[src/rtl/keypad_scan_ctrl.sv]
// Row-scanning controller for a 4x3 active-low matrix keypad. Whole scan frames are
// debounced, and each accepted press produces a one-cycle strobe carrying the key code.
module keypad_scan_ctrl #(
    parameter int SCAN_DIV       = 50000,
    parameter int DEBOUNCE_SCANS = 10
) (
    input  logic       CLOCK_50,
    input  logic       rst_n,
    input  logic       scan_en,
    input  logic [2:0] col_n,
    output logic [3:0] row_n,
    output logic       key_press,
    output logic [3:0] key_value,
    output logic       key_held
);

    localparam int DWELL_W = (SCAN_DIV > 1) ? $clog2(SCAN_DIV) : 1;
    localparam int DEB_W   = $clog2(DEBOUNCE_SCANS + 1);
    localparam logic [DWELL_W-1:0] DWELL_LAST = DWELL_W'(SCAN_DIV - 1);
    localparam logic [DEB_W-1:0]   DEB_MAX    = DEB_W'(DEBOUNCE_SCANS);

    typedef enum logic [1:0] {RES_NONE, RES_SINGLE, RES_MULTI} result_t;
    typedef enum logic {ST_IDLE, ST_HELD} state_t;

    // Row 3 holds the irregular keys: * = 10, 0 = 0, # = 11.
    function automatic logic [3:0] key_code(input logic [1:0] row, input logic [1:0] col);
        logic [3:0] code;
        if (row == 2'd3) begin
            case (col)
                2'd0:    code = 4'd10;
                2'd1:    code = 4'd0;
                default: code = 4'd11;
            endcase
        end else begin
            code = ({2'b00, row} * 4'd3) + {2'b00, col} + 4'd1;
        end
        return code;
    endfunction

    logic [2:0]         col_meta_reg;
    logic [2:0]         col_sync_reg;
    logic               running_reg;
    logic [1:0]         row_idx_reg;
    logic [DWELL_W-1:0] dwell_reg;
    logic               sample;

    logic [2:0]         row_keys;
    logic [1:0]         row_cnt;
    logic [1:0]         row_col;
    logic [2:0]         sum_cnt;
    logic [1:0]         tot_cnt;
    logic [3:0]         tot_code;
    result_t            frame_kind;

    logic [1:0]         acc_cnt_reg;
    logic [3:0]         acc_code_reg;
    logic               frame_done_reg;
    result_t            res_kind_reg;
    logic [3:0]         res_code_reg;

    result_t            prev_kind_reg;
    logic [3:0]         prev_code_reg;
    logic [DEB_W-1:0]   deb_reg;
    logic [DEB_W-1:0]   deb_next;
    logic               accepted;

    state_t             state_reg;
    state_t             state_next;
    logic               press_fire;

    logic               key_press_reg;
    logic [3:0]         key_value_reg;
    logic               key_held_reg;

    // Columns are asynchronous to the clock.
    always_ff @(posedge CLOCK_50 or negedge rst_n) begin
        if (!rst_n) begin
            col_meta_reg <= 3'b111;
            col_sync_reg <= 3'b111;
        end else begin
            col_meta_reg <= col_n;
            col_sync_reg <= col_meta_reg;
        end
    end

    always_ff @(posedge CLOCK_50 or negedge rst_n) begin
        if (!rst_n) begin
            running_reg <= 1'b0;
            row_idx_reg <= 2'd0;
            dwell_reg   <= '0;
        end else if (!scan_en) begin
            running_reg <= 1'b0;
            row_idx_reg <= 2'd0;
            dwell_reg   <= '0;
        end else if (!running_reg) begin
            running_reg <= 1'b1;
        end else if (dwell_reg == DWELL_LAST) begin
            dwell_reg   <= '0;
            row_idx_reg <= row_idx_reg + 2'd1;
        end else begin
            dwell_reg <= dwell_reg + 1'b1;
        end
    end

    assign sample = scan_en && running_reg && (dwell_reg == DWELL_LAST);

    for (genvar gi = 0; gi < 4; gi++) begin : g_row
        assign row_n[gi] = ~(running_reg && (row_idx_reg == 2'(gi)));
    end

    // Fold the current row's columns into the running frame tally.
    always_comb begin
        row_keys = ~col_sync_reg;
        row_cnt  = {1'b0, row_keys[0]} + {1'b0, row_keys[1]} + {1'b0, row_keys[2]};
        if (row_keys[0])      row_col = 2'd0;
        else if (row_keys[1]) row_col = 2'd1;
        else                  row_col = 2'd2;
        sum_cnt  = {1'b0, acc_cnt_reg} + {1'b0, row_cnt};
        tot_cnt  = (sum_cnt >= 3'd2) ? 2'd2 : sum_cnt[1:0];
        tot_code = (row_cnt == 2'd1) ? key_code(row_idx_reg, row_col) : acc_code_reg;
        case (tot_cnt)
            2'd0:    frame_kind = RES_NONE;
            2'd1:    frame_kind = RES_SINGLE;
            default: frame_kind = RES_MULTI;
        endcase
    end

    always_ff @(posedge CLOCK_50 or negedge rst_n) begin
        if (!rst_n) begin
            acc_cnt_reg    <= 2'd0;
            acc_code_reg   <= 4'd0;
            frame_done_reg <= 1'b0;
            res_kind_reg   <= RES_NONE;
            res_code_reg   <= 4'd0;
        end else begin
            frame_done_reg <= 1'b0;
            if (!scan_en) begin
                acc_cnt_reg  <= 2'd0;
                acc_code_reg <= 4'd0;
            end else if (sample) begin
                if (row_idx_reg == 2'd3) begin
                    acc_cnt_reg    <= 2'd0;
                    acc_code_reg   <= 4'd0;
                    frame_done_reg <= 1'b1;
                    res_kind_reg   <= frame_kind;
                    res_code_reg   <= tot_code;
                end else begin
                    acc_cnt_reg  <= tot_cnt;
                    acc_code_reg <= tot_code;
                end
            end
        end
    end

    // Code only distinguishes results for SINGLE frames.
    always_comb begin
        deb_next = deb_reg;
        if (frame_done_reg) begin
            if (res_kind_reg == RES_MULTI) begin
                deb_next = '0;
            end else if ((res_kind_reg == prev_kind_reg) &&
                         ((res_kind_reg != RES_SINGLE) || (res_code_reg == prev_code_reg))) begin
                deb_next = (deb_reg == DEB_MAX) ? DEB_MAX : deb_reg + 1'b1;
            end else begin
                deb_next = DEB_W'(1);
            end
        end
        accepted = frame_done_reg && (deb_next == DEB_MAX);
    end

    always_ff @(posedge CLOCK_50 or negedge rst_n) begin
        if (!rst_n) begin
            deb_reg       <= '0;
            prev_kind_reg <= RES_NONE;
            prev_code_reg <= 4'd0;
        end else if (!scan_en) begin
            deb_reg       <= '0;
            prev_kind_reg <= RES_NONE;
            prev_code_reg <= 4'd0;
        end else if (frame_done_reg) begin
            deb_reg       <= deb_next;
            prev_kind_reg <= res_kind_reg;
            prev_code_reg <= res_code_reg;
        end
    end

    always_ff @(posedge CLOCK_50 or negedge rst_n) begin
        if (!rst_n) state_reg <= ST_IDLE;
        else        state_reg <= state_next;
    end

    always_comb begin
        state_next = state_reg;
        if (!scan_en) begin
            state_next = ST_IDLE;
        end else begin
            case (state_reg)
                ST_IDLE: if (accepted && (res_kind_reg == RES_SINGLE)) state_next = ST_HELD;
                ST_HELD: if (accepted && (res_kind_reg == RES_NONE))   state_next = ST_IDLE;
                default: state_next = ST_IDLE;
            endcase
        end
    end

    always_comb begin
        press_fire = scan_en && (state_reg == ST_IDLE) && accepted && (res_kind_reg == RES_SINGLE);
    end

    always_ff @(posedge CLOCK_50 or negedge rst_n) begin
        if (!rst_n) begin
            key_press_reg <= 1'b0;
            key_value_reg <= 4'd0;
            key_held_reg  <= 1'b0;
        end else begin
            key_press_reg <= press_fire;
            key_held_reg  <= (state_next == ST_HELD);
            if (press_fire) key_value_reg <= res_code_reg;
        end
    end

    assign key_press = key_press_reg;
    assign key_value = key_value_reg;
    assign key_held  = key_held_reg;

endmodule

[config.mk]
export PLATFORM = sky130hd
export DESIGN_NAME = keypad_scan_ctrl
export DESIGN_NICKNAME = d
export VERILOG_FILES = /design/src/rtl/keypad_scan_ctrl.sv
export SDC_FILE = /design/constraint.sdc
export NUM_CORES = 1
export LEC_CHECK = 0
export CORE_ASPECT_RATIO = 1.25
export CORE_MARGIN = 4
export CORE_UTILIZATION = 59
export DETAILED_ROUTE_END_ITERATION = 10
export PLACE_DENSITY = 0.84
export SLEW_MARGIN = 5
export SYNTH_ARGS = -nofsm -noshare
export SYNTH_HDL_FRONTEND = slang
export SYNTH_SLANG_ARGS = --single-unit
[constraint.sdc]
create_clock -name CLOCK_50 -period 2.55 [get_ports CLOCK_50]
set_clock_uncertainty 0.05 [all_clocks]
set_input_delay 0.765 -clock CLOCK_50 [delete_from_list [all_inputs] [get_ports CLOCK_50]]
set_output_delay 0.765 -clock CLOCK_50 [all_outputs]
set_load 0.05 [all_outputs]
After elaboration in Yosys (flattened, before gate mapping)
Index checks and enable logic that the tools add are counted.
{"block": "classes", "bitwise": 6, "eq_ne": 18, "n_lt_le_gt_ge": 1, "n_mul": 1, "addsub": 8, "mux": 37, "n_reduce_logical": 20}
{"cell": "$mux W4", "n": 13}
{"cell": "$mux W16", "n": 3}
{"cell": "$mux W2", "n": 11}
{"cell": "$add A16 B1 Y16 const B", "n": 1}
{"cell": "$eq A16 B16 Y1 const B", "n": 1}
{"cell": "$logic_and A1 B1 Y1", "n": 13}
{"cell": "$eq A2 B1 Y1 const B", "n": 5}
{"cell": "$ne A2 B1 Y1 const B", "n": 5}
{"cell": "$add A4 B1 Y4 const B", "n": 2}
{"cell": "$eq A4 B4 Y1 const B", "n": 2}
{"cell": "$logic_not A2 Y1", "n": 4}
{"cell": "$pmux W4 S2", "n": 1}
{"cell": "$mux W1", "n": 7}
{"cell": "$eq A2 B2 Y1 const B", "n": 3}
{"cell": "$not A1 Y1", "n": 5}
{"cell": "$add A4 B2 Y4", "n": 1}
{"cell": "$eq A4 B4 Y1", "n": 1}
{"cell": "$mul A2 B2 Y4 const B", "n": 1}
{"cell": "$pmux W2 S2", "n": 1}
{"cell": "$add A2 B2 Y3", "n": 1}
{"cell": "$ge A3 B2 Y1 const B", "n": 1}
{"cell": "$not A3 Y3", "n": 1}
{"cell": "$reduce_and A3 Y1", "n": 1}
{"cell": "$add A1 B1 Y2", "n": 1}
{"cell": "6 further kinds", "n": 6}
{"block": "totals", "output_inout_bits": 10, "word_cells": 107, "input_bits": 6, "register_bits": 54}

Depth between registers and ports, before layout
Gate-level depths: netlist (run 1).
{"block": "logic_depth", "depth_word": 12, "depth_mapped": 8, "depth_no_buf": 8}

Worst setup path after synthesis (run 1)
OpenSTA, ideal clock, no wires.
{"block": "synth_timing", "path_kind": "register to register", "start": "reg col_sync_reg[0]", "end": "reg acc_cnt_reg[0]", "t_required_ps": 2375, "t_arrival_ps": 2126, "path_stages_with_launch": 9, "path_slack_ps": 250, "synth_period_minus_slack_ps": 2300, "setup_time_ps": 125, "path_buffers": 0, "cell_sequence": "dfstp_2 inv_1 fa_1 ha_1 inv_1 fa_1 nand3_1 nor2_1 mux2_2"}
{"block": "synth_between", "elab_chain_len": 9}
{"element": "from (decl)", "line": "41", "text": "logic [2:0] col_sync_reg;"}
{"element": "from (signal assigned)", "line": "82", "text": "col_sync_reg <= col_meta_reg;"}
{"element": "$not A3 Y3 (*)", "line": "113", "text": "row_keys = ~col_sync_reg;"}
{"element": "$add A1 B1 Y2 (*)", "line": "114", "text": "row_cnt = {1'b0, row_keys[0]} + {1'b0, row_keys[1]} + {1'b0, row_keys[2]};"}
{"element": "$add A2 B1 Y2 (*)", "line": "114"}
{"element": "$add A2 B2 Y3 (*)", "line": "118", "text": "sum_cnt = {1'b0, acc_cnt_reg} + {1'b0, row_cnt};"}
{"element": "$ge A3 B2 Y1", "line": "119", "text": "tot_cnt = (sum_cnt >= 3'd2) ? 2'd2 : sum_cnt[1:0];"}
{"element": "$mux W2 (*)", "line": "119"}
{"element": "$mux W2 (*)", "line": "141", "text": "if (row_idx_reg == 2'd3) begin"}
{"element": "$mux W2 (*)", "line": "140", "text": "end else if (sample) begin"}
{"element": "$mux W2 (*)", "line": "137", "text": "if (!scan_en) begin"}
{"element": "to (signal assigned)", "line": "148", "text": "acc_cnt_reg <= tot_cnt;"}
{"element": "to (decl)", "line": "55", "text": "logic [1:0] acc_cnt_reg;"}
Mark *: on every way between the ends. The rest lies on a longest branch, timed or not. The select of a mux whose other input is x is not followed.
A chain may end at the register's enable or synchronous reset.

Worst setup path in the final report (run 1)
Same ends and word-level chain as after synthesis.

==> summary.md, run 1 <==
| Metric | Value |
|---|---|
| Status | finished, final reports clean |
| NumNets Final | 316 |
| Met2 wire len | 2540 µm |
| Sequential share of the synthesized area | 48.0% |
| Distinct cells, synth | 46 |
| Warnings from Yosys | 0 |
| Critical Path Sink Type | flop |
| Initial Utilization | 62.5% |
| Wire length of the first global-routing pass | 8910 µm |
| DRC Markers | 0 |
| Vias post-DR | 1954 |
| DR pass1 iterations | 4 |
| Core ar. | 4530 µm² |
| Worst Path Max Fanout | 3 |
| Setup WS post-layout | 0.119 ns |
| CP max stage cell | fa_1 |
| Crit share post-route | 95.3% |
| IO buf count | 15 |
| Placement Setup Slack | 0.124 ns |
| Worst Tran Pin Value | 0.528 ns |
| Synth area leader | dfrtp_1 |
| CTS Root Buffer Type | clkbuf_8 |
| Die width | 70.0 µm |
| Via density | 5.52 |
| FP Rows | 27 |
| CP top delay family | adder cells |
| Vias in the first global route | 2049 |
| Max-Cap Viols | 0 |
| Crit path cell chain | inv_1, fa_1, ha_1, inv_1, fa_1, nand3_1, nor2_1, mux2_2 |
| Post-route ant nets | 0 |
| RSZ-0062 raised after global routing | no |
| Register area | 1360 µm² |
| Post-Syn Instances | 271 |
| Max Clk Rate | 411 MHz |
| Worst skew pair latency | 0.31 ns |
| Max-Slew Margin vs Limit | 64.7% |
| Largest net degree at the start of global routing | 55 |
| Worst Path Required | 2.70 ns |
| Post-synth net total | 292 |
| Uppermost routed layer | met4 |
| GP Congestion | 0.811 |
| Leak Pwr | 1.52 nW |
| Initial antenna violation count | 0 |
| Antenna Cells | 0 |
| Slowest cell delay on critical path | 0.57 ns |
| Clock sink count | 54 |
| Hold Slack | 0.312 ns |
| Ports | 16 |
| Num CTS Buffers | 5 |
| FILL cells | 335 |
| Count of non-filler cells in the finished layout | 354 |
| Initial drt markers | 84 |
| CTS tree | yes |
| Synth-to-Final Area Change | 13.0% |
| Buf/Inv on CP | 2 |
| Final Setup Violations | 0 |
| P per Cell Area | 480 nW/µm² |
| Critical path class | flop to flop |
| Global Route Usage Sum | 18.4% |
| Routed wl met3 | 101 µm |
| Full die area | 5980 µm² |
| Arr. time, crit path | 2.58 ns |
| Routed WL | 4970 µm |
| Post-Syn Area | 2830 µm² |
| Multi-input logic area | 1370 µm² |
| Number of flops mapped to enable cells by yosys | 0 |
| Placed cells | 346 |
| Async SR Flop Fraction | 100% |
| Final Critical Period | 2.43 ns |
| Setup TNS | 0 ns |
| Htree depth | 2 |
| Overflow after GRT | 0 |
| Peak supply drop | 0.296 mV |
| Synthesized area per cell | 10.4 µm² |
| Number of synthesized register bits | 54 |
| Drt wl/cell | 14.0 µm |
| Share of the synthesized area in the top cell type | 42.4% |
| Chip height | 85.5 µm |
| CTS hold repair buffers | 0 |
| Max FFs per register | 16 |
| Clock Path Buffers | 2 |
| Share of cells above drive strength 1 | 15.5% |
| Dpl hpwl | 3720 µm |
| Ys flop type | dfrtp_1 |
| Max Slew Vio Count | 0 |
| Clk pin slew, worst setup/hold paths | 0.10 ns |
| Most area-consuming cells after synthesis | dfrtp_1, dfstp_2, ha_1, nor2_1, nand2_1 |
| Hold WC Path Type | flop to flop |
| Met1 wire length | 2240 µm |
| Hold Vio Cnt, Final | 0 |
| Critical path launch point type | flop |
-- report_power, final --
part | internal (W) | switching (W)
Combinational | 0.0000506 | 0.0000865
Clock | 0.000206 | 0.000300
Sequential | 0.000880 | 0.0000129
Total | 0.00114 | 0.000400
-- cells in the mapped netlist, drive strengths merged (5+ instances only) --
cell and number:
nand3 12, a21oi 7, mux2i 10, nor2 29, ha 11, dfstp 6, nor2b 5, dfrtp 48
xor2 9, nand2b 5, inv 22, xnor2 11, mux2 8, o21ai 12, nand2 27
-- worst paths after layout --
| kind | startpoint | endpoint | slack [ns] | cells after the start |
|---|---|---|---|---|
| worst min-delay path | col_meta_reg[0]$_DFF_PN1_ | col_sync_reg[0]$_DFF_PN1_ | 0.31 | 0 |
| max in group asynchronous | rst_n | col_meta_reg[0]$_DFF_PN1_ | 1.78 | 2 |
| worst max register to register | col_sync_reg[0]$_DFF_PN1_ | acc_cnt_reg[0]$_DFFE_PN0P_ | 0.12 | 8 |
| min in group asynchronous | rst_n | dwell_reg[12]$_DFFE_PN0P_ | 0.37 | 2 |
| worst min register to register | col_meta_reg[0]$_DFF_PN1_ | col_sync_reg[0]$_DFF_PN1_ | 0.31 | 0 |
| worst max-delay path | col_sync_reg[0]$_DFF_PN1_ | acc_cnt_reg[0]$_DFFE_PN0P_ | 0.12 | 8 |
-- stage by stage --
stage / utilization (%) / power (W) / cell area [µm²]
final: 70.7 / 0.00154 / 3200
after global routing: 70.7 / 0.00162 / 3200
after CTS: 70.6 / 0.00155 / 3200
after detailed placement: 68.4 / 0.00105 / 3100
after global placement: 68.4 / 0.00104 / 3100
after floorplan: - / 0.000989 / 2830
-- layer usage --
layer	GRT usage, %	vias up
met5	0	-
met4	7.14	0
met3	3.44	10
met2	32.7	21
met1	21.9	949
li1	-	974
-- area by class of cell --
type / instances / area share (%)
Sequential cell: 54 / 42.5
Clock inverter: 3 / 0.899
Tap cell: 58 / 2.27
Clock buffer: 5 / 2.15
Inverter: 22 / 2.58
Multi-Input combinational cell: 189 / 42.8
Timing Repair Buffer: 23 / 6.88
-- timing repair --
action / CTS / global route
buffers inserted: 0 / 0
endpoints found under the setup margin: 0 / 2
resized for setup: 0 / 1
-- layout by cell type (no fill, tap or decap), drive strengths merged, types with 3 or more instances in the layout --
| master | Yosys | routed |
|---|---|---|
| a21oi | 7 | 7 |
| and3 | 4 | 4 |
| and4 | 4 | 4 |
| and4bb | 3 | 3 |
| buf | 3 | 13 |
| clkbuf | 3 | 5 |
| clkdlybuf4s50 | 0 | 10 |
| dfrtp | 48 | 48 |
| dfstp | 6 | 6 |
| fa | 4 | 4 |
| ha | 11 | 11 |
| inv | 22 | 24 |
| mux2 | 8 | 8 |
| mux2i | 10 | 10 |
| nand2 | 27 | 27 |
| nand2b | 5 | 5 |
| nand3 | 12 | 12 |
| nand4 | 4 | 4 |
| nor2 | 29 | 29 |
| nor2b | 5 | 5 |
| o21ai | 12 | 12 |
| o2bb2ai | 3 | 3 |
| xnor2 | 11 | 11 |
| xor2 | 9 | 9 |
-- cells by family after synthesis --
group,Yosys count,share of synthesized area [%]
AO/OA/AOI/OAI,37,9.19
XOR/XNOR,20,6.19
adder cells (fa/ha/maj),15,7.69
buffers and inverters,28,3.84
flip-flops,54,48.0
multiplexers,18,6.72
AND/OR/NAND/NOR,99,18.4
No activity file was read; power rests on OpenSTA's default activity.
==> run 2: changes to the inputs <==
--- a/config.mk
+++ b/config.mk
@@ -7,8 +7,10 @@
 export LEC_CHECK = 0
 export CORE_ASPECT_RATIO = 1.25
 export CORE_MARGIN = 4
-export CORE_UTILIZATION = 59
+export CORE_UTILIZATION = 63
+export CTS_CLUSTER_SIZE = 16
 export DETAILED_ROUTE_END_ITERATION = 10
+export DONT_BUFFER_PORTS = 1
 export PLACE_DENSITY = 0.84
 export SLEW_MARGIN = 5
 export SYNTH_ARGS = -nofsm -noshare
==> summary.md, run 2 (synthesis gave the netlist of run 1 again) <==
| Metric | Value |
|---|---|
| Wire length of the first global-routing pass | 8690 µm |
| Met1 wire length | 2220 µm |
| Ports | 16 |
| CTS hold repair buffers | 0 |
| Antenna Cells | 0 |
| Max-Slew Margin vs Limit | 64.0% |
| Core ar. | 4390 µm² |
| Max FFs per register | 16 |
| Slowest cell delay on critical path | 0.57 ns |
| Vias post-DR | 1911 |
| Synth-to-Final Area Change | 7.07% |
| Setup WS post-layout | 0.136 ns |
| Initial drt markers | 77 |
| CP top delay family | adder cells |
| Largest net degree at the start of global routing | 55 |
| Worst Tran Pin Value | 0.540 ns |
| Arr. time, crit path | 2.56 ns |
| CTS tree | yes |
| RSZ-0062 raised after global routing | no |
| Die width | 68.0 µm |
| Setup TNS | 0 ns |
| CTS Root Buffer Type | clkbuf_8 |
| Clk pin slew, worst setup/hold paths | 0.10 ns |
| CP max stage cell | dfstp_2 |
| Crit share post-route | 94.7% |
| DR pass1 iterations | 6 |
| Max-Cap Viols | 0 |
| Crit path cell chain | nand2_1, fa_1, inv_1, ha_1, a21o_1, a211o_1, a22oi_1, mux2i_1 |
| Global Route Usage Sum | 19.8% |
| Critical path class | flop to flop |
| Final Setup Violations | 0 |
| Initial Utilization | 64.5% |
| Count of non-filler cells in the finished layout | 336 |
| Leak Pwr | 1.44 nW |
| Critical Path Sink Type | flop |
| Peak supply drop | 0.409 mV |
| Worst Path Required | 2.70 ns |
| Clock Path Buffers | 2 |
| Final core utilization | 69.0% |
| Dpl hpwl | 3530 µm |
| Hold Slack | 0.0803 ns |
| Buf/Inv on CP | 1 |
| Final Critical Period | 2.41 ns |
| Placement Setup Slack | 0.146 ns |
| Critical path launch point type | flop |
| DRC Markers | 0 |
| GP Congestion | 0.843 |
| Commonest non-fill, non-tap cell in the layout | dfrtp_1 |
| Max Clk Rate | 414 MHz |
| Most frequent cells in the layout | dfrtp_1, nor2_1, nand2_1, inv_1 |
| Share of cells above drive strength 1 | 13.3% |
| P per Cell Area | 522 nW/µm² |
| FILL cells | 331 |
| Uppermost routed layer | met4 |
| Max Slew Vio Count | 0 |
| Placed cells | 328 |
| Drt wl/cell | 14.8 µm |
| IO buf count | 0 |
| Post-route ant nets | 0 |
| Routed WL | 4960 µm |
| Post_cts resized | 0 |
| Via density | 5.69 |
| Clock sink count | 54 |
| Post-CTS setup repair buffer count | 0 |
| Htree depth | 2 |
| FP Rows | 27 |
| Hold Vio Cnt, Final | 0 |
| Initial antenna violation count | 0 |
| Status | finished, final reports clean |
| Vias in the first global route | 1925 |
| Chip height | 83.0 µm |
| Overflow after GRT | 0 |
| Worst Path Max Fanout | 4 |
| Num CTS Buffers | 5 |
| Met2 wire len | 2480 µm |
| Routed wl met3 | 139 µm |
| Worst skew pair latency | 0.31 ns |
| NumNets Final | 298 |
| Hold WC Path Type | primary input to asynchronous set/reset pin |
| Full die area | 5640 µm² |
run 2: worst reg2reg max path, cell delays in order (launching register included):
cell and delay [ns]:
dfstp_2 0.57, nand2_1 0.07, fa_1 0.48, inv_1 0.07, ha_1 0.29, a21o_1 0.16
a211o_1 0.29, a22oi_1 0.20, mux2i_1 0.11
run 2: per-layer routing:
metal  up-vias  global-route usage (%)
li1        936                       -
met1       935                    26.3
met2        27                    31.3
met3        13                    3.65
met4         0                    8.32
met5         -                       0
run 2: final timing paths:
check                           cells after the start  slack (ns)                            to                       from
worst min register to register                      0        0.31     col_sync_reg[2]$_DFF_PN1_  col_meta_reg[2]$_DFF_PN1_
worst max register to register                      8        0.14   res_code_reg[3]$_DFFE_PN0P_  col_sync_reg[1]$_DFF_PN1_
worst min-delay path                                0        0.08  prev_code_reg[1]$_DFFE_PN0P_                      rst_n
max in group asynchronous                           0        2.20     col_sync_reg[1]$_DFF_PN1_                      rst_n
min in group CLOCK_50                               0        0.31     col_sync_reg[2]$_DFF_PN1_  col_meta_reg[2]$_DFF_PN1_
worst max-delay path                                8        0.14   res_code_reg[3]$_DFFE_PN0P_  col_sync_reg[1]$_DFF_PN1_
run 2: layout make-up:
type                    count  area [µm²]  share of cell area, %
clock buffers               5        68.8                   2.27
well taps                  58        72.6                   2.39
flip-flops and latches     54        1360                   44.8
clock inverters             3        47.5                   1.57
inverters                  22        82.6                   2.72
repair buffers              5        37.5                   1.24
multi-input cells         189        1360                   45.0
run 2: metrics by stage:
| step | total power [W] | instance area (µm²) |
|---|---|---|
| finish | 0.00158 | 3030 |
| global route | 0.00165 | 3030 |
| CTS | 0.00160 | 3030 |
| detailed placement | 0.00101 | 2920 |
| global placement | 0.00101 | 2920 |
| floorplan | 0.000989 | 2830 |
run 2: power breakdown:
part           internal [W]  leakage [nW]  switching, W
logic             0.0000388         0.669     0.0000646
registers          0.000880         0.712     0.0000132
clock network      0.000298        0.0587      0.000289
